File: src/rtl/bfcpu_uart_tx_if.sv
// Byte handshake between the CPU output path and the UART transmitter.
// Latency: none, plain wires.
// Backpressure: producer holds tx_valid_i/tx_data_i until a posedge sees tx_ready_o high.
interface bfcpu_uart_tx_if;
    logic [7:0] tx_data_i;
    logic       tx_valid_i;
    logic       tx_ready_o;

    modport master (output tx_data_i, output tx_valid_i, input  tx_ready_o);
    modport slave  (input  tx_data_i, input  tx_valid_i, output tx_ready_o);
endinterface

File: src/rtl/bfcpu_uart_tx.sv
// 8N1 UART transmitter, LSB first; BFCPU_UART_TX_FIFO_EN swaps the holding register for a FIFO_DEPTH FIFO.
// Latency: a byte accepted while idle and empty drives the start bit from the next posedge; frame = 10*(div+1) clk.
// Backpressure: tx_ready_o is registered and drops when storage is full (2 bytes, or 1+FIFO_DEPTH with the FIFO).
module bfcpu_uart_tx #(
    parameter int FIFO_DEPTH = 4
) (
    input  logic             clk,
    input  logic             rst_n,
    input  logic [15:0]      div_i,
    bfcpu_uart_tx_if.slave   tx,
    output logic             txd_o,
    output logic             busy_o,
    output logic             tx_done_o
);
    typedef enum logic [1:0] {IDLE, START, DATA, STOP} state_t;

    state_t      state;
    logic [15:0] bit_div;
    logic [15:0] cnt;
    logic [2:0]  bit_idx;
    logic [7:0]  shifter;

    logic        pending;
    logic [7:0]  head_dat;
    logic        push;
    logic        pop;

    if ((FIFO_DEPTH < 2) || ((FIFO_DEPTH & (FIFO_DEPTH - 1)) != 0)) begin : g_depth_chk
        $error("FIFO_DEPTH must be a power of 2 and at least 2");
    end

    assign push = tx.tx_valid_i & tx.tx_ready_o;
    // The shifter takes the next byte either from idle or on the last stop-bit cycle.
    assign pop  = pending & ((state == IDLE) | ((state == STOP) & (cnt == 16'd0)));

`ifdef BFCPU_UART_TX_FIFO_EN
    localparam int AW = $clog2(FIFO_DEPTH);

    logic [7:0]  mem [FIFO_DEPTH];
    logic [AW:0] wr_ptr;
    logic [AW:0] rd_ptr;
    logic [AW:0] count;
    logic [AW:0] count_nxt;

    assign count     = wr_ptr - rd_ptr;
    assign count_nxt = count + {{AW{1'b0}}, push} - {{AW{1'b0}}, pop};
    assign pending   = (count != '0);
    assign head_dat  = mem[rd_ptr[AW-1:0]];

    always_ff @(posedge clk) begin
        if (push) mem[wr_ptr[AW-1:0]] <= tx.tx_data_i;
    end

    always_ff @(posedge clk or negedge rst_n) begin
        if (!rst_n) begin
            wr_ptr        <= '0;
            rd_ptr        <= '0;
            tx.tx_ready_o <= 1'b1;
        end else begin
            if (push) wr_ptr <= wr_ptr + 1'b1;
            if (pop)  rd_ptr <= rd_ptr + 1'b1;
            tx.tx_ready_o <= (count_nxt != (AW+1)'(FIFO_DEPTH));
        end
    end
`else
    logic       hold_vld;
    logic [7:0] hold_dat;

    assign pending  = hold_vld;
    assign head_dat = hold_dat;

    // Push only happens while empty and pop only while full, so they never collide.
    always_ff @(posedge clk or negedge rst_n) begin
        if (!rst_n) begin
            hold_vld      <= 1'b0;
            hold_dat      <= 8'h00;
            tx.tx_ready_o <= 1'b1;
        end else if (push) begin
            hold_vld      <= 1'b1;
            hold_dat      <= tx.tx_data_i;
            tx.tx_ready_o <= 1'b0;
        end else if (pop) begin
            hold_vld      <= 1'b0;
            tx.tx_ready_o <= 1'b1;
        end
    end
`endif

    assign busy_o = (state != IDLE) | pending;

    always_ff @(posedge clk or negedge rst_n) begin
        if (!rst_n) begin
            state     <= IDLE;
            txd_o     <= 1'b1;
            tx_done_o <= 1'b0;
            bit_div   <= 16'd0;
            cnt       <= 16'd0;
            bit_idx   <= 3'd0;
            shifter   <= 8'h00;
        end else begin
            tx_done_o <= 1'b0;
            case (state)
                IDLE: begin
                    if (pending) begin
                        shifter <= head_dat;
                        bit_div <= div_i;
                        cnt     <= div_i;
                        txd_o   <= 1'b0;
                        state   <= START;
                    end
                end
                START: begin
                    if (cnt == 16'd0) begin
                        cnt     <= bit_div;
                        bit_idx <= 3'd0;
                        txd_o   <= shifter[0];
                        state   <= DATA;
                    end else begin
                        cnt <= cnt - 16'd1;
                    end
                end
                DATA: begin
                    if (cnt == 16'd0) begin
                        cnt <= bit_div;
                        if (bit_idx == 3'd7) begin
                            txd_o     <= 1'b1;
                            state     <= STOP;
                            tx_done_o <= (bit_div == 16'd0);
                        end else begin
                            bit_idx <= bit_idx + 3'd1;
                            txd_o   <= shifter[1];
                            shifter <= {1'b0, shifter[7:1]};
                        end
                    end else begin
                        cnt <= cnt - 16'd1;
                    end
                end
                STOP: begin
                    if (cnt == 16'd0) begin
                        if (pending) begin
                            shifter <= head_dat;
                            bit_div <= div_i;
                            cnt     <= div_i;
                            txd_o   <= 1'b0;
                            state   <= START;
                        end else begin
                            state <= IDLE;
                        end
                    end else begin
                        cnt       <= cnt - 16'd1;
                        tx_done_o <= (cnt == 16'd1);
                    end
                end
                default: state <= IDLE;
            endcase
        end
    end
endmodule

File: src/flat_wrapper.sv
// flat-port wrapper written by rule: the top's interface ports become plain ports
module bfcpu_uart_tx_flat 
#(
    parameter int FIFO_DEPTH = 4
)
  (clk, rst_n, div_i, txd_o, busy_o, tx_done_o, tx_tx_data_i, tx_tx_valid_i, tx_tx_ready_o);
  bfcpu_uart_tx_if tx_i ();
  input  logic clk;
  input  logic rst_n;
  input  logic [15:0] div_i;
  output logic txd_o;
  output logic busy_o;
  output logic tx_done_o;
  input wire logic [$bits(tx_i.tx_data_i)-1:0] tx_tx_data_i;
  input wire logic [$bits(tx_i.tx_valid_i)-1:0] tx_tx_valid_i;
  output wire logic [$bits(tx_i.tx_ready_o)-1:0] tx_tx_ready_o;
  assign tx_i.tx_data_i = tx_tx_data_i;
  assign tx_i.tx_valid_i = tx_tx_valid_i;
  assign tx_tx_ready_o = tx_i.tx_ready_o;
  bfcpu_uart_tx #(.FIFO_DEPTH(FIFO_DEPTH)) u_core (.clk(clk), .rst_n(rst_n), .div_i(div_i), .tx(tx_i), .txd_o(txd_o), .busy_o(busy_o), .tx_done_o(tx_done_o));
endmodule
File: config.mk
export PLATFORM = sky130hd
export DESIGN_NAME = bfcpu_uart_tx_flat
export DESIGN_NICKNAME = d
export VERILOG_FILES = /design/src/rtl/bfcpu_uart_tx_if.sv /design/src/rtl/bfcpu_uart_tx.sv /design/src/flat_wrapper.sv
export SDC_FILE = /design/constraint.sdc
export NUM_CORES = 1
export LEC_CHECK = 0
export ABC_AREA = 1
export CORE_MARGIN = 5
export CORE_UTILIZATION = 50
export DETAILED_ROUTE_END_ITERATION = 6
export PLACE_DENSITY = 0.8
export RECOVER_POWER = 25
export SYNTH_ARGS = -nofsm -noshare
export SYNTH_HDL_FRONTEND = slang
export SYNTH_SLANG_ARGS = --single-unit
File: constraint.sdc
create_clock -name clk -period 2.2 [get_ports clk]
set_input_delay 0.22 -clock clk [delete_from_list [all_inputs] [get_ports clk]]
set_output_delay 0.22 -clock clk [all_outputs]
set_load 0.02 [all_outputs]
==> reports/results.ini, run 1 <==
[floorplanning]
die_y_um=94.8
ios=31
start_util_pct=50.4
die_area_um2=8990
core.rowCount=31
coreArea_um2=7140
fp.dieW_um=94.8

[sta]
worst_slack_ps=145
hold_viol_final=0
maxSlewHeadroom_pct=5.40
fin_crit_ps=2060
layout_worst_path_cycle_share_pct=93.4
finalSetupViolCount=0
fmax_mhz=487
slew_viol_final=0
worst_pin_slew_ps=1420
fin_skew_ps=12.2
grt_setup_unrepaired=false
setup_tns_ps=0

[logic_synthesis]
syn_inst=476
synth_top_family_by_area=simple AND/OR/NAND/NOR gates
yosys.area_share.simple_pct=31.7
synth_area_um2=3590
synthXorXnorAreaFrac_pct=1.71
synth-seq-cells=57
synth_compound_area_share_pct=14.4
synth_edf_count=0
ys_types=39
synth_fa_ha_area_share_pct=3.48
yosysSeqAreaShare_pct=39.7
yosys_warnings=0
syn_avg_cell_area_um2=7.55
muxShareOfSynthArea_pct=0.557
synth-async-reset-ratio_pct=100
synth_flop_cell=dfrtp_1
synth_nets=513

[worst_setup_path]
crit_buf_inv=2
cp_data_required_time_ps=1980
crit_start=u_core.state[0]
crit_family=buffers and inverters
reg2reg_from=u_core.cnt[0]
cp_slowest_cell=clkdlybuf4s50_1
cp_max_fo=6
rrSetupSlack_ps=330
cp_cell_sequence=inv_1 > ha_1 > nand2_1 > clkdlybuf4s50_1
crit_path_start_kind=flip-flop
slowest_delay_ps=610
path_class=reg2out
crit_path_end_kind=primary output
cp.arrival_ps=1840

[clock_network]
postCtsSetupRepairBufs=0
root_buffer=clkbuf_8
htree_levels=3
cts_tree=done
clkSinkCount=57
clk_path_buf_depth=2
cts_buffers=9
clk_latency_ps=350
clk_transition_reported_paths_ps=80

[pwr]
leakage_nw=2.08
p_total_w=0.00653
power_density_nw_per_um2=1540
ir_worst_vdd_v=0.00107

[global_routing]
grt_use_met3_pct=4.94
use_met1_pct=25.9
grt_start_max_net_pins=31
busiest_layer=met2
grt_usage_pct=21.0
grt_antenna_before_repair=0
grt-ovfl-total=0
grt_pass1_vias=3253
grtUsageMet2_pct=34.4
grt_pass1_wl_mm=14.8

[route]
ant_nets=0
firstDrtPassIters=5
via_count=3264
wire_per_inst_um=14.0
wirelength_mm=8.67
drc_errors=0
viasPerCell=5.28
first_iter_violations=255

[run]
timing.max_cap.violations=0

[place]
pre_cts_slack_ps=373
post_dp_cell_area_um2=4010
portBuffers=30
dp_hpwl_mm=6.24
globalplace.congestion=0.945

[status]
status=finished clean

[finish]
drive_above_1_share_pct=16.4
antenna_cells=0
utilization_pct=59.4
layout.nets=551
area_growth_pct=17.9
postLayoutCellArea_um2=4240

[min_path]
worstHoldPathType=in2reg
hp-start=tx_tx_data_i[7]

-- worst reg2reg max path: stages, from the launching register on --
cell and delay [ps]:
dfrtp_1 410, inv_1 140, ha_1 210, nand2_4 70
inv_2 140, nand3_4 220, inv_4 120, o21ai_4 50
buf_4 230, nand2_1 110, o21ai_2 50
-- cell usage in the layout, fill, tap and decap left out, types with 2 or more instances in the layout --
cell and n:
or2_2 4, nand3_1 26, ha_1 10, dfstp_2 2
a22oi_1 2, nand3b_1 2, nor2_4 3, nor2_1 19
a21oi_1 7, inv_2 3, inv_6 2, mux2i_1 2
bufinv_16 2, nor4_1 2, o21ai_4 2, nor2_2 4
nand2_1 154, o21ai_0 39, clkinvlp_4 2, dfrtp_1 55
buf_4 8, o21ai_2 17, nand2_2 17, nor3_1 2
clkdlybuf4s50_1 29, nand2_4 3, o21ai_1 8, inv_1 54
clkbuf_8 9, xor2_1 6, nand4_1 10
-- layer usage --
layer | wire length [um] | up-vias
met5 | 0 | -
li1 | - | 1594
met1 | 3680 | 1545
met3 | 475 | 21
met2 | 4300 | 104
met4 | 208 | 0
-- cells in the mapped netlist (2+ instances only) --
| cell type | n | area (um2) |
|---|---|---|
| nand2_1 | 154 | 578 |
| dfrtp_1 | 55 | 1380 |
| inv_1 | 54 | 203 |
| o21ai_0 | 39 | 195 |
| nand3_1 | 26 | 130 |
| nor2_1 | 19 | 71.3 |
| nand2_2 | 17 | 106 |
| o21ai_2 | 17 | 149 |
| ha_1 | 10 | 125 |
| nand4_1 | 10 | 62.6 |
| o21ai_1 | 8 | 40.0 |
| a21oi_1 | 7 | 35.0 |
| clkbuf_1 | 6 | 22.5 |
| xor2_1 | 6 | 52.6 |
| nor2_2 | 4 | 25.0 |
| or2_2 | 4 | 25.0 |
| buf_6 | 3 | 33.8 |
| inv_2 | 3 | 11.3 |
| nand2_4 | 3 | 33.8 |
| nor2_4 | 3 | 33.8 |
| a22oi_1 | 2 | 15.0 |
| buf_1 | 2 | 7.51 |
| buf_2 | 2 | 10.0 |
| dfstp_2 | 2 | 52.6 |
| mux2i_1 | 2 | 20.0 |
| nand3b_1 | 2 | 15.0 |
| nor3_1 | 2 | 10.0 |
| nor4_1 | 2 | 12.5 |
| o21ai_4 | 2 | 32.5 |
-- path summary, 6_finish.rpt --
check	endpoint	cells after the start
min in group asynchronous	u_core.cnt[6]	2
max	busy_o	4
max in group asynchronous	u_core.bit_div[2]	3
min	u_core.head_dat[7]	3
max reg2reg	u_core.bit_div[0]	10
min reg2reg	u_core.txd_o	2
-- final cells by class --
cell class,instances,area [um2]
fillers,649,2900
multi-input cells,347,1870
flip-flops and latches,57,1430
repair buffers,40,369
inverters,59,225
clock buffers,9,124
well taps,99,124
clock inverters,7,101
-- cell families after synthesis --
kind of cell | Yosys count
simple gates | 248
compound gates | 80
buf+inv | 72
flops | 57
fa+ha+maj | 10
xor+xnor | 7
mux | 2
-- flip-flops by register name, indices dropped and copies added (netlist names) --
name                  flops
u_core.tx_done_o          1
u_core.head_dat           8
u_core.shifter            8
u_core.state              2
u_core.txd_o              1
u_core.bit_div           16
u_core.bit_idx            3
u_core.hold_vld           1
u_core.tx.tx_ready_o      1
u_core.cnt               16
-- power by group --
part	total, W	internal, W	leakage (nW)	switching, W
Sequential	0.00192	0.00152	0.719	0.000401
Combinational	0.00347	0.00122	1.25	0.00225
Clock	0.00114	0.000646	0.106	0.000490
Total	0.00653	0.00339	2.08	0.00314
-- metrics by stage --
| step | std cells | hold WS [ps] |
|---|---|---|
| 2_1_floorplan | 476 | -75.6 |
| 3_3_place_gp | 601 | 244 |
| 3_5_place_dp | 601 | 263 |
| 4_1_cts | 618 | 392 |
| 5_1_grt | 618 | 395 |
| 6_report | 618 | 396 |
-- what timing repair did --
action	in CTS	in global routing
hold buffers	1	0
gates resized for setup	0	0
endpoints found under the hold margin	22	0
Power figures use the tool's default switching activity.
==> inputs of run 2 (changes only) <==
--- a/config.mk
+++ b/config.mk
@@ -7,9 +7,10 @@
 export LEC_CHECK = 0
 export ABC_AREA = 1
 export CORE_MARGIN = 5
-export CORE_UTILIZATION = 50
+export CORE_UTILIZATION = 46
 export DETAILED_ROUTE_END_ITERATION = 6
-export PLACE_DENSITY = 0.8
+export GPL_TIMING_DRIVEN = 0
+export PLACE_DENSITY = 0.75
 export RECOVER_POWER = 25
 export SYNTH_ARGS = -nofsm -noshare
 export SYNTH_HDL_FRONTEND = slang
==> reports/results.ini, run 2 (synthesized netlist as in run 1, its figures left out) <==
[route]
ant_nets=0
drt-met1-wl_mm=3.77
firstDrtPassIters=4
wirelength_mm=8.75
drc_errors=0
viasPerCell=5.17
wl_met2_mm=4.23
via_count=3237
wire_per_inst_um=14.0
first_iter_violations=152
wl_met3_um=494
routed.top_layer=met4

[finish]
layout.nets=556
top_regs=u_core.bit_div: 16 flops, u_core.cnt: 16 flops
final_cells=626
area_growth_pct=18.3
drive_above_1_share_pct=15.6
antenna_cells=0
layout_common_cells=nand2_1 (154), dfrtp_1 (55), inv_1 (54), o21ai_0 (39), clkdlybuf4s50_1 (29)
layout_commonest_cell=nand2_1
fillers=722

[place]
pre_cts_slack_ps=279
globalplace.congestion=0.930
dp.cells=609
portBuffers=30
dp_hpwl_mm=6.42

[sta]
hold_ws_ps=402
finalSetupViolCount=0
maxSlewHeadroom_pct=12.0
fmax_mhz=489
slew_viol_final=0
hold_viol_final=0
fin_skew_ps=8.93
grt_setup_unrepaired=false
worst_pin_slew_ps=1320
worst_slack_ps=156
fin_crit_ps=2040
layout_worst_path_cycle_share_pct=92.9

[clock_network]
cts_tree=done
htree_levels=3
clk_path_buf_depth=2
postCtsSetupRepairBufs=0
root_buffer=clkbuf_8
cts_buffers=9
clk_transition_reported_paths_ps=70
clkSinkCount=57
clk_latency_ps=340

[pwr]
power.share.clock_pct=15.7
p_seq_share_pct=29.6
ir_worst_vdd_v=0.000699
switching_power_w=0.00313
comb_power_share_pct=54.6
swShare_pct=48.6
intPower_w=0.00331
leakage_nw=2.07
power_density_nw_per_um2=1510

[worst_setup_path]
cp_max_fo=6
crit_path_start_kind=flip-flop
crit_path_end_kind=primary output
path_class=reg2out
cp.arrival_ps=1820
cp_data_required_time_ps=1980
reg2reg_from=u_core.state[0]
crit_start=u_core.state[0]

[floorplanning]
fp.dieW_um=98.4
ios=31
core.rowCount=32
coreArea_um2=7690
start_util_pct=46.8
die_area_um2=9680
die_y_um=98.4

[global_routing]
grt_antenna_before_repair=0
grt_usage_pct=19.3
grt_pass1_vias=3280
grt_start_max_net_pins=37
grt_pass1_wl_mm=15.2
grt-ovfl-total=0

[run]
timing.max_cap.violations=0

[min_path]
worstHoldPathType=in2reg
hp-start=tx_tx_data_i[7]

[status]
status=finished clean

run 2: cell count changes in the layout (fill, tap and decap cells not counted), moves of 2 or more:
| cell | delta |
|---|---|
| buf_4 | -8 |
| inv_6 | -2 |
| buf_6 | +3 |
| clkbuf_1 | +6 |
| buf_1 | +2 |
| buf_2 | +2 |
run 2: worst max-delay path, cell delays in order (launching register included):
cell and delay (ps):
dfrtp_1 440, inv_1 110, ha_1 220, nand2_1 100
clkdlybuf4s50_1 610
run 2: worst paths after layout:
path	slack, ps	endpoint	cells past startpoint
min in group asynchronous	690	u_core.cnt[7]	2
setup / recovery	160	busy_o	4
max in group asynchronous	630	u_core.txd_o	3
hold / removal	400	u_core.head_dat[7]	3
hold reg to reg	470	u_core.txd_o	2
setup reg to reg	240	u_core.cnt[13]	7
run 2: through the flow:
stage	setup TNS [ps]	utilization, %	total power, W	area (um2)
finish	0	55.3	0.00643	4250
global route	0	55.3	0.00701	4250
CTS	0	55.3	0.00644	4250
detailed placement	0	52.5	0.00540	4040
floorplan	0	-	0.00452	3590
global placement	-52940	52.3	0.00530	4020
run 2: layout make-up:
cell class	instances	area [um2]	share of cell area [%]
Sequential cell	57	1430	33.6
Tap cell	102	128	3.00
Clock buffer	10	138	3.24
Timing Repair Buffer	32	324	7.62
Buffer	13	73.8	1.74
Inverter	59	225	5.30
Clock inverter	6	67.6	1.59
Multi-Input combinational cell	347	1870	43.9
run 2: routing by layer:
layer  vias up  global-route usage [%]
met5         -                       0
met4         0                    8.82
met3        17                    4.43
met2        73                    31.4
met1      1536                    24.4
li1       1611                       -
run 2: power groups by stage:
| stage | combinational (W) | clock (W) | sequential [W] |
|---|---|---|---|
| global route | 0.00397 | 0.00108 | 0.00196 |
| floorplan | 0.00270 | 0 | 0.00182 |
| CTS | 0.00351 | 0.00103 | 0.00190 |
| global placement | 0.00339 | 0 | 0.00190 |
| detailed placement | 0.00349 | 0 | 0.00191 |
| finish | 0.00351 | 0.00101 | 0.00191 |
run 2: repair_timing:
item	4_1_cts	5_1_grt
hold endpoints to repair	21	0
gates resized for setup	0	0
setup endpoints to repair	0	0
hold buffers	1	0
==> inputs of run 3 (changes only) <==
--- a/config.mk
+++ b/config.mk
@@ -10,7 +10,7 @@
 export CORE_UTILIZATION = 46
 export DETAILED_ROUTE_END_ITERATION = 6
 export GPL_TIMING_DRIVEN = 0
-export PLACE_DENSITY = 0.75
+export PLACE_DENSITY = 0.73
 export RECOVER_POWER = 25
 export SYNTH_ARGS = -nofsm -noshare
 export SYNTH_HDL_FRONTEND = slang
==> reports/results.ini, run 3 (synthesized netlist as in run 1, its figures left out) <==
[status]
status=finished clean

[finish]
fillers=758
layout_commonest_cell=nand2_1
layout.nets=556
drive_above_1_share_pct=15.6
top_regs=u_core.bit_div: 16 flops, u_core.cnt: 16 flops
area_growth_pct=17.5
utilization_pct=54.9
layout_common_cells=nand2_1 (154), dfrtp_1 (55), inv_1 (54), o21ai_0 (39), clkdlybuf4s50_1 (29)
antenna_cells=0
postLayoutCellArea_um2=4220

[worst_setup_path]
crit_buf_inv=2
cp_cell_sequence=inv_1 > ha_1 > nand2_1 > clkdlybuf4s50_1
cp.arrival_ps=1810
cp_data_required_time_ps=1980
crit_family=buffers and inverters
cp_slowest_cell=clkdlybuf4s50_1
path_class=reg2out
crit_path_start_kind=flip-flop
slowest_delay_ps=610
crit_path_end_kind=primary output
cp_max_fo=6

[pwr]
leakage_nw=2.06
power_density_nw_per_um2=1510
ir_worst_vdd_v=0.000688

[sta]
finalSetupViolCount=0
maxSlewHeadroom_pct=27.0
fmax_mhz=493
slew_viol_final=0
worst_slack_ps=172
fin_skew_ps=13.8
hold_viol_final=0
grt_setup_unrepaired=false
layout_worst_path_cycle_share_pct=92.2
worst_pin_slew_ps=1100
fin_crit_ps=2030

[route]
ant_nets=0
drc_errors=0
firstDrtPassIters=4
wire_per_inst_um=14.2
first_iter_violations=193
via_count=3209
viasPerCell=5.13
wirelength_mm=8.86

[floorplanning]
fp.dieW_um=98.4
die_area_um2=9680
die_y_um=98.4
start_util_pct=46.8
coreArea_um2=7690
ios=31
core.rowCount=32

[global_routing]
grt_pass1_vias=3182
grt-ovfl-total=0
grt_pass1_wl_mm=15.2
grt_usage_pct=19.4
grt_antenna_before_repair=0
grt_start_max_net_pins=40

[clock_network]
htree_levels=3
clk_path_buf_depth=2
cts_buffers=9
root_buffer=clkbuf_8
clkSinkCount=57
cts_tree=done
clk_latency_ps=360
clk_transition_reported_paths_ps=80
postCtsSetupRepairBufs=0

[place]
post_dp_cell_area_um2=4040
dp_hpwl_mm=6.49
globalplace.congestion=0.899
portBuffers=30
pre_cts_slack_ps=310

[run]
timing.max_cap.violations=0

[min_path]
worstHoldPathType=in2reg

[run 3: cell count changes in the layout (fill, tap and decap cells not counted), sizes merged]
cell      delta
clkinvlp     -1
bufinv       -1
buf          -1
inv          +2
clkbuf       +1
[run 3: through the flow]
stage | total power [W] | TNS, ps | std cells | hold WS, ps
2_1_floorplan | 0.00452 | 0 | 476 | -75.6
3_3_place_gp | 0.00531 | -54690 | 608 | 460
3_5_place_dp | 0.00541 | 0 | 609 | 204
4_1_cts | 0.00639 | 0 | 626 | 356
5_1_grt | 0.00695 | 0 | 626 | 418
6_report | 0.00637 | 0 | 626 | 410
[run 3: final timing paths]
check | to | slack [ps] | cells past startpoint | startpoint
min in group asynchronous | u_core.bit_div[8] | 590 | 2 | rst_n
max in group asynchronous | u_core.cnt[0] | 380 | 3 | rst_n
min reg2reg | u_core.txd_o | 470 | 2 | u_core.txd_o
max reg2reg | u_core.cnt[6] | 280 | 7 | u_core.state[0]
min | u_core.head_dat[7] | 410 | 3 | tx_tx_data_i[7]
max | busy_o | 170 | 4 | u_core.state[0]
[run 3: report_power, final]
| part | switching [W] | internal [W] | total (W) |
|---|---|---|---|
| clock | 0.000503 | 0.000452 | 0.000956 |
| sequential | 0.000386 | 0.00152 | 0.00190 |
| combinational | 0.00228 | 0.00123 | 0.00351 |
[run 3: layout make-up]
cell class / count / area [um2] / share of cell area, %
timing repair buffer: 32 / 312 / 7.38
buffer: 13 / 73.8 / 1.75
clock inverter: 6 / 51.3 / 1.21
sequential: 57 / 1430 / 33.8
multi-input combinational: 347 / 1870 / 44.2
clock buffer: 10 / 138 / 3.26
inverter: 59 / 225 / 5.33
tap: 102 / 128 / 3.02
[run 3: metal layers]
metal / share of wire, % / GRT usage [%] / vias to the layer above
met3: 5.1 / 3.29 / 12
met5: 0 / 0 / -
li1: - / - / 1609
met2: 48 / 32.2 / 76
met1: 45 / 25.2 / 1512
met4: 1.9 / 7.67 / 0
[run 3: what timing repair did]
action	in CTS	in global routing
hold buffers	1	0
hold endpoints to repair	18	0
gates resized for setup	0	0
[run 3: tightest hold or removal path, stage by stage]
cell and delay, ps:
clkdlybuf4s50_1 400, nand2_1 70, nand2_1 40
